===== src/rtl/seven_seg_scan_driver_if.sv =====
// Load handshake between the value source and seven_seg_scan_driver.
// The source drives num_valid/num; the driver reports num_ready/busy.
interface seven_seg_scan_driver_if #(
    parameter int unsigned BIN_WIDTH = 13
);
    logic                 num_valid;
    logic [BIN_WIDTH-1:0] num;
    logic                 num_ready;
    logic                 busy;

    modport master (output num_valid, num, input num_ready, busy);
    modport slave  (input num_valid, num, output num_ready, busy);
endinterface


===== src/rtl/seven_seg_scan_driver.sv =====
// N-digit multiplexed common-anode 7-seg driver with a serial binary-to-BCD converter.
// Optional macro LEADING_ZERO_BLANK_EN blanks zeros left of the most-significant non-zero digit.
module seven_seg_scan_driver #(
    parameter int unsigned NUM_DIGITS = 4,
    parameter int unsigned BIN_WIDTH  = 13,
    parameter int unsigned PRESCALE_W = 18
) (
    input  logic                  clk,
    input  logic                  rst,
    seven_seg_scan_driver_if.slave bus,
    output logic                  overflow,
    output logic [NUM_DIGITS-1:0] Anode,
    output logic [6:0]            LED_out
);
    localparam int unsigned DigW = (NUM_DIGITS > 1) ? $clog2(NUM_DIGITS) : 1;
    localparam int unsigned CntW = $clog2(BIN_WIDTH + 1);
    localparam int unsigned ScrW = 4 * NUM_DIGITS;

    typedef enum logic [1:0] {StIdle, StConv, StCommit} state_e;

    state_e               state_q, state_d;
    logic [BIN_WIDTH-1:0] shreg_q, shreg_d;
    logic [ScrW-1:0]      scr_q, scr_d, scr_adj;
    logic [ScrW-1:0]      disp_q, disp_d;
    logic [CntW-1:0]      cnt_q, cnt_d;
    logic                 ovf_s_q, ovf_s_d;
    logic                 ovf_q, ovf_d;
    logic                 ready;
    logic                 load;

    logic [PRESCALE_W-1:0] presc_q;
    logic [DigW-1:0]       idx_q, idx_d;
    logic [NUM_DIGITS-1:0] anode_q, anode_d;
    logic [6:0]            led_q, led_d;
    logic [3:0]            digit;
`ifdef LEADING_ZERO_BLANK_EN
    logic                  all_zero;
    logic                  blank;
`endif

    function automatic logic [6:0] seg_of(input logic [3:0] d);
        case (d)
            4'd0:    seg_of = 7'b0000001;
            4'd1:    seg_of = 7'b1001111;
            4'd2:    seg_of = 7'b0010010;
            4'd3:    seg_of = 7'b0000110;
            4'd4:    seg_of = 7'b1001100;
            4'd5:    seg_of = 7'b0100100;
            4'd6:    seg_of = 7'b0100000;
            4'd7:    seg_of = 7'b0001111;
            4'd8:    seg_of = 7'b0000000;
            4'd9:    seg_of = 7'b0000100;
            default: seg_of = 7'b1111111;
        endcase
    endfunction

    assign ready         = (state_q == StIdle);
    assign bus.num_ready = ready;
    assign bus.busy      = ~ready;
    assign load          = bus.num_valid && ready;
    assign overflow      = ovf_q;
    assign Anode         = anode_q;
    assign LED_out       = led_q;

    always_comb begin
        state_d = state_q;
        shreg_d = shreg_q;
        scr_d   = scr_q;
        cnt_d   = cnt_q;
        ovf_s_d = ovf_s_q;
        disp_d  = disp_q;
        ovf_d   = ovf_q;
        scr_adj = scr_q;
        for (int i = 0; i < int'(NUM_DIGITS); i++) begin
            if (scr_q[4*i +: 4] >= 4'd5) scr_adj[4*i +: 4] = scr_q[4*i +: 4] + 4'd3;
        end
        unique case (state_q)
            StIdle: begin
                if (load) begin
                    shreg_d = bus.num;
                    scr_d   = '0;
                    cnt_d   = CntW'(BIN_WIDTH);
                    ovf_s_d = 1'b0;
                    state_d = StConv;
                end
            end
            StConv: begin
                // A carry out of the top digit means the value no longer fits in NUM_DIGITS.
                {scr_d, shreg_d} = {scr_adj[ScrW-2:0], shreg_q, 1'b0};
                if (scr_adj[ScrW-1]) ovf_s_d = 1'b1;
                cnt_d = cnt_q - CntW'(1);
                if (cnt_q == CntW'(1)) state_d = StCommit;
            end
            StCommit: begin
                disp_d  = scr_q;
                ovf_d   = ovf_s_q;
                state_d = StIdle;
            end
            default: state_d = StIdle;
        endcase
    end

    always_comb begin
        idx_d = idx_q;
        if (&presc_q) begin
            idx_d = (idx_q == DigW'(NUM_DIGITS - 1)) ? '0 : idx_q + DigW'(1);
        end
    end

    // Index 0 is the leftmost (most-significant) digit.
    always_comb begin
        digit   = 4'd0;
        anode_d = '1;
`ifdef LEADING_ZERO_BLANK_EN
        all_zero = 1'b1;
        blank    = 1'b0;
`endif
        for (int i = 0; i < int'(NUM_DIGITS); i++) begin
`ifdef LEADING_ZERO_BLANK_EN
            all_zero = all_zero & (disp_q[4*(NUM_DIGITS-1-i) +: 4] == 4'd0);
`endif
            if (idx_q == DigW'(i)) begin
                digit                    = disp_q[4*(NUM_DIGITS-1-i) +: 4];
                anode_d[NUM_DIGITS-1-i] = 1'b0;
`ifdef LEADING_ZERO_BLANK_EN
                blank = all_zero && (i != int'(NUM_DIGITS) - 1);
`endif
            end
        end
        if (ovf_q) begin
            led_d = 7'b1111110;
        end else begin
            led_d = seg_of(digit);
`ifdef LEADING_ZERO_BLANK_EN
            if (blank) led_d = 7'b1111111;
`endif
        end
    end

    always_ff @(posedge clk or posedge rst) begin
        if (rst) begin
            state_q <= StIdle;
            shreg_q <= '0;
            scr_q   <= '0;
            cnt_q   <= '0;
            ovf_s_q <= 1'b0;
            ovf_q   <= 1'b0;
            disp_q  <= '0;
            presc_q <= '0;
            idx_q   <= '0;
            anode_q <= '1;
            led_q   <= 7'b1111111;
        end else begin
            state_q <= state_d;
            shreg_q <= shreg_d;
            scr_q   <= scr_d;
            cnt_q   <= cnt_d;
            ovf_s_q <= ovf_s_d;
            ovf_q   <= ovf_d;
            disp_q  <= disp_d;
            presc_q <= presc_q + PRESCALE_W'(1);
            idx_q   <= idx_d;
            anode_q <= anode_d;
            led_q   <= led_d;
        end
    end
endmodule


===== src/flat_wrapper.sv =====
// flat-port wrapper written by rule: the top's interface ports become plain ports
module seven_seg_scan_driver_flat 
#(
    parameter int unsigned NUM_DIGITS = 4,
    parameter int unsigned BIN_WIDTH  = 13,
    parameter int unsigned PRESCALE_W = 18
)
  (clk, rst, overflow, Anode, LED_out, bus_num_valid, bus_num, bus_num_ready, bus_busy);
  seven_seg_scan_driver_if #(.BIN_WIDTH(BIN_WIDTH)) bus_i ();
  input  logic clk;
  input  logic rst;
  output logic overflow;
  output logic [NUM_DIGITS-1:0] Anode;
  output logic [6:0] LED_out;
  input wire logic [$bits(bus_i.num_valid)-1:0] bus_num_valid;
  input wire logic [$bits(bus_i.num)-1:0] bus_num;
  output wire logic [$bits(bus_i.num_ready)-1:0] bus_num_ready;
  output wire logic [$bits(bus_i.busy)-1:0] bus_busy;
  assign bus_i.num_valid = bus_num_valid;
  assign bus_i.num = bus_num;
  assign bus_num_ready = bus_i.num_ready;
  assign bus_busy = bus_i.busy;
  seven_seg_scan_driver #(.NUM_DIGITS(NUM_DIGITS), .BIN_WIDTH(BIN_WIDTH), .PRESCALE_W(PRESCALE_W)) u_core (.clk(clk), .rst(rst), .bus(bus_i), .overflow(overflow), .Anode(Anode), .LED_out(LED_out));
endmodule

===== config.mk =====
export PLATFORM = sky130hd
export DESIGN_NAME = seven_seg_scan_driver_flat
export DESIGN_NICKNAME = d
export VERILOG_FILES = /design/src/rtl/seven_seg_scan_driver_if.sv /design/src/rtl/seven_seg_scan_driver.sv /design/src/flat_wrapper.sv
export SDC_FILE = /design/constraint.sdc
export NUM_CORES = 1
export LEC_CHECK = 0
export CORE_MARGIN = 4
export CORE_UTILIZATION = 44
export CTS_CLUSTER_DIAMETER = 30
export DETAILED_ROUTE_END_ITERATION = 8
export SKIP_LAST_GASP = 1
export SLEW_MARGIN = 30
export SYNTH_ARGS = -nofsm -noshare
export SYNTH_HDL_FRONTEND = slang
export SYNTH_SLANG_ARGS = --single-unit
export TNS_END_PERCENT = 100

===== constraint.sdc =====
create_clock -name clk -period 7.4 [get_ports clk]
set_input_delay 1.48 -clock clk [delete_from_list [all_inputs] [get_ports clk]]
set_output_delay 1.48 -clock clk [all_outputs]
set_load 0.005 [all_outputs]

==> flow_summary.json <==
{
  "yosysTopAreaCell": "dfrtp_1",
  "areaGrowthSynthToFinish_pct": 14.20,
  "path_cells": "or2_2 -> inv_1 -> clkdlybuf4s50_1",
  "grt_usage_pct": 14.80,
  "drive_above_1_share_pct": 14.15,
  "clkLatencyLatePin_ps": 350,
  "arrival_ps": 1820,
  "netlist.area_leader.share_pct": 44.31,
  "fmax_ghz": 0.3028,
  "path_class": "register to primary output",
  "setup_viol": 0,
  "required_ps": 5920,
  "startpoint_type": "register",
  "slew_violations": 0,
  "hold_class": "register to register",
  "placedCellCount": 519,
  "diodes": 0,
  "dp_hpwl_um": 5121,
  "max_stage_delay_ps": 550,
  "die_w_um": 104.8,
  "syn_nets": 429,
  "postCtsSetupBuffers": 0,
  "worst-path-max-fanout": 15,
  "hold_violations": 0,
  "hold_buffers": 0,
  "drt-met1-wl_um": 3621,
  "synth_area_per_cell_sq_um": 10.52,
  "ant_nets": 0,
  "initialDrtViolationCount": 124,
  "clk_path_buf_depth": 2,
  "grt_max_degree": 85,
  "port_buffers": 29,
  "vias": 2842,
  "io_pins": 30,
  "synth.most_common_cell": "dfrtp_1",
  "top_layer": "met4",
  "skew_ps": 10.05,
  "cts.sinks": 84,
  "synth.cells.most_frequent": "dfrtp_1 (73), nand2_1 (51), inv_1 (28)",
  "htreeDepth": 3,
  "crit_slowest_cell": "dfrtp_1",
  "grt_pass1_vias": 2818,
  "fin_nets": 456,
  "grt_pass1_wl_um": 13230,
  "die_area_sq_mm": 0.01098,
  "power_leakage_nw": 2.145,
  "wl_per_cell_um": 13.90,
  "initial_core_util_pct": 44.83,
  "synthDistinctLibCells": 56,
  "die_h_um": 104.8,
  "cts_tree": "built",
  "drc": 0,
  "synth-main-ff-cell": "dfrtp_1",
  "root_buffer": "clkbuf_8",
  "min_period_ps": 3302,
  "overflow": 0,
  "ir_worst_vdd_v": 0.0001237,
  "synth_edf_count": 0,
  "outcome": "completed",
  "ys_top_cells_by_area": "dfrtp_1 (44%), dfstp_2 (7.0%), ha_1 (6.4%)",
  "rsz0062_at_grt": "no",
  "drt_wl_total_um": 7435,
  "tns_ps": 0,
  "async_reset_ff_share_pct": 100.0,
  "tightest_slew_ps": 883.9,
  "place.gp.congestion": 0.7297,
  "via_per_inst": 5.312,
  "detail_route.first_pass.iterations": 5,
  "synth.yosys.seq_area_share_pct": 51.32,
  "end_kind": "primary output",
  "clk_pin_slew_ps": 90,
  "ys_seq_elements": 84,
  "numCtsBuffers": 9,
  "fin_crit_sh_pct": 44.63,
  "cap_violations": 0,
  "max-slew-margin-rel_pct": 41.08,
  "wl_met3_um": 227,
  "syn_area_sq_mm": 0.004123,
  "cts_resized": 0,
  "antenna_found_initial": 0,
  "dr_wl_met2_um": 3466,
  "p_per_area_mw_per_mm2": 347.4,
  "core-area_sq_mm": 0.009196,
  "synth_warnings": 0,
  "finalNonFillerCells": 535,
  "fp-row-count": 35,
  "synthCells": 392
}
-- area by class of cell --
type                       instances  area [sq um]
timing repair buffer              32         316.6
inverter                          28         106.4
tap                              111         138.9
sequential                        84          2116
clock inverter                     7         76.32
multi-input combinational        264          1831
fill                             862          4488
clock buffer                       9         123.9
-- per-stage QoR --
step | hold slack, ps | power, mW | setup WS (ps) | instance area (sq um) | utilization (%)
after CTS | 471.8 | 1.659 | 4081 | 4706 | 51.17
after detailed placement | 457.6 | 1.322 | 4436 | 4506 | 48.99
final | 467.9 | 1.636 | 4098 | 4708 | 51.20
after global placement | 455.6 | 1.301 | 4471 | 4502 | 48.95
after global routing | 489.4 | 1.776 | 4025 | 4708 | 51.20
after floorplan | 436.9 | 1.146 | 3773 | 4123 | -
-- final timing paths --
kind                                    start                  to  slack, ps  depth (start not counted)
setup reg to reg              u_core.idx_q[0]   u_core.LED_out[0]       4460                          8
hold / removal             u_core.presc_q[17]  u_core.presc_q[17]        470                          1
min in group asynchronous                 rst   u_core.presc_q[0]       1620                          3
setup / recovery            u_core.state_q[1]       bus_num_ready       4100                          3
max in group asynchronous                 rst    u_core.disp_q[1]       5250                          3
hold reg to reg            u_core.presc_q[17]  u_core.presc_q[17]        470                          1
-- state kept, by name, indices dropped and copies added, names as in the netlist --
signal,cells
u_core.overflow,1
u_core.presc_q,18
u_core.ovf_s_q,1
u_core.cnt_q,4
u_core.Anode,4
u_core.scr_q,16
u_core.idx_q,2
u_core.state_q,2
u_core.LED_out,7
u_core.shreg_q,13
u_core.disp_q,16
-- critical path, delay by kind of cell (launching register included) --
family	cells	cell delay (ps)
buf+inv	2	560
flops	1	550
simple gates	1	370
-- kinds of logic (layout without fill, tap and decap cells) --
| logic type | after synthesis | after routing | share of synthesized area [%] |
|---|---|---|---|
| xor+xnor | 22 | 22 | 4.674 |
| buf+inv | 44 | 76 | 4.401 |
| compound gates | 87 | 87 | 14.35 |
| simple gates | 117 | 117 | 14.35 |
| mux | 17 | 17 | 4.522 |
| fa+ha+maj | 21 | 21 | 6.373 |
| flops | 84 | 84 | 51.32 |
-- report_power, final --
part	switching, mW	total [mW]	internal, mW
clock	0.174	0.332	0.158
sequential	0.107	0.706	0.600
combinational	0.313	0.597	0.284
total	0.594	1.64	1.04
-- cell usage in the layout, fill, tap and decap left out, drive strengths merged, types with 8 or more instances in the layout --
cell / count
mux2: 13
xnor2: 14
nor2: 23
inv: 28
ha: 21
a21oi: 13
dfrtp: 73
clkbuf: 9
nand2: 51
clkdlybuf4s50: 29
a31oi: 11
xor2: 8
o21ai: 27
dfstp: 11
-- per-layer routing --
layer | up-vias | track usage [%]
li1 | 1408 | -
met1 | 1388 | 20.10
met2 | 37 | 23.28
met3 | 9 | 2.285
met4 | 0 | 6.935
met5 | - | 0
(Power assumes the default switching activity.)
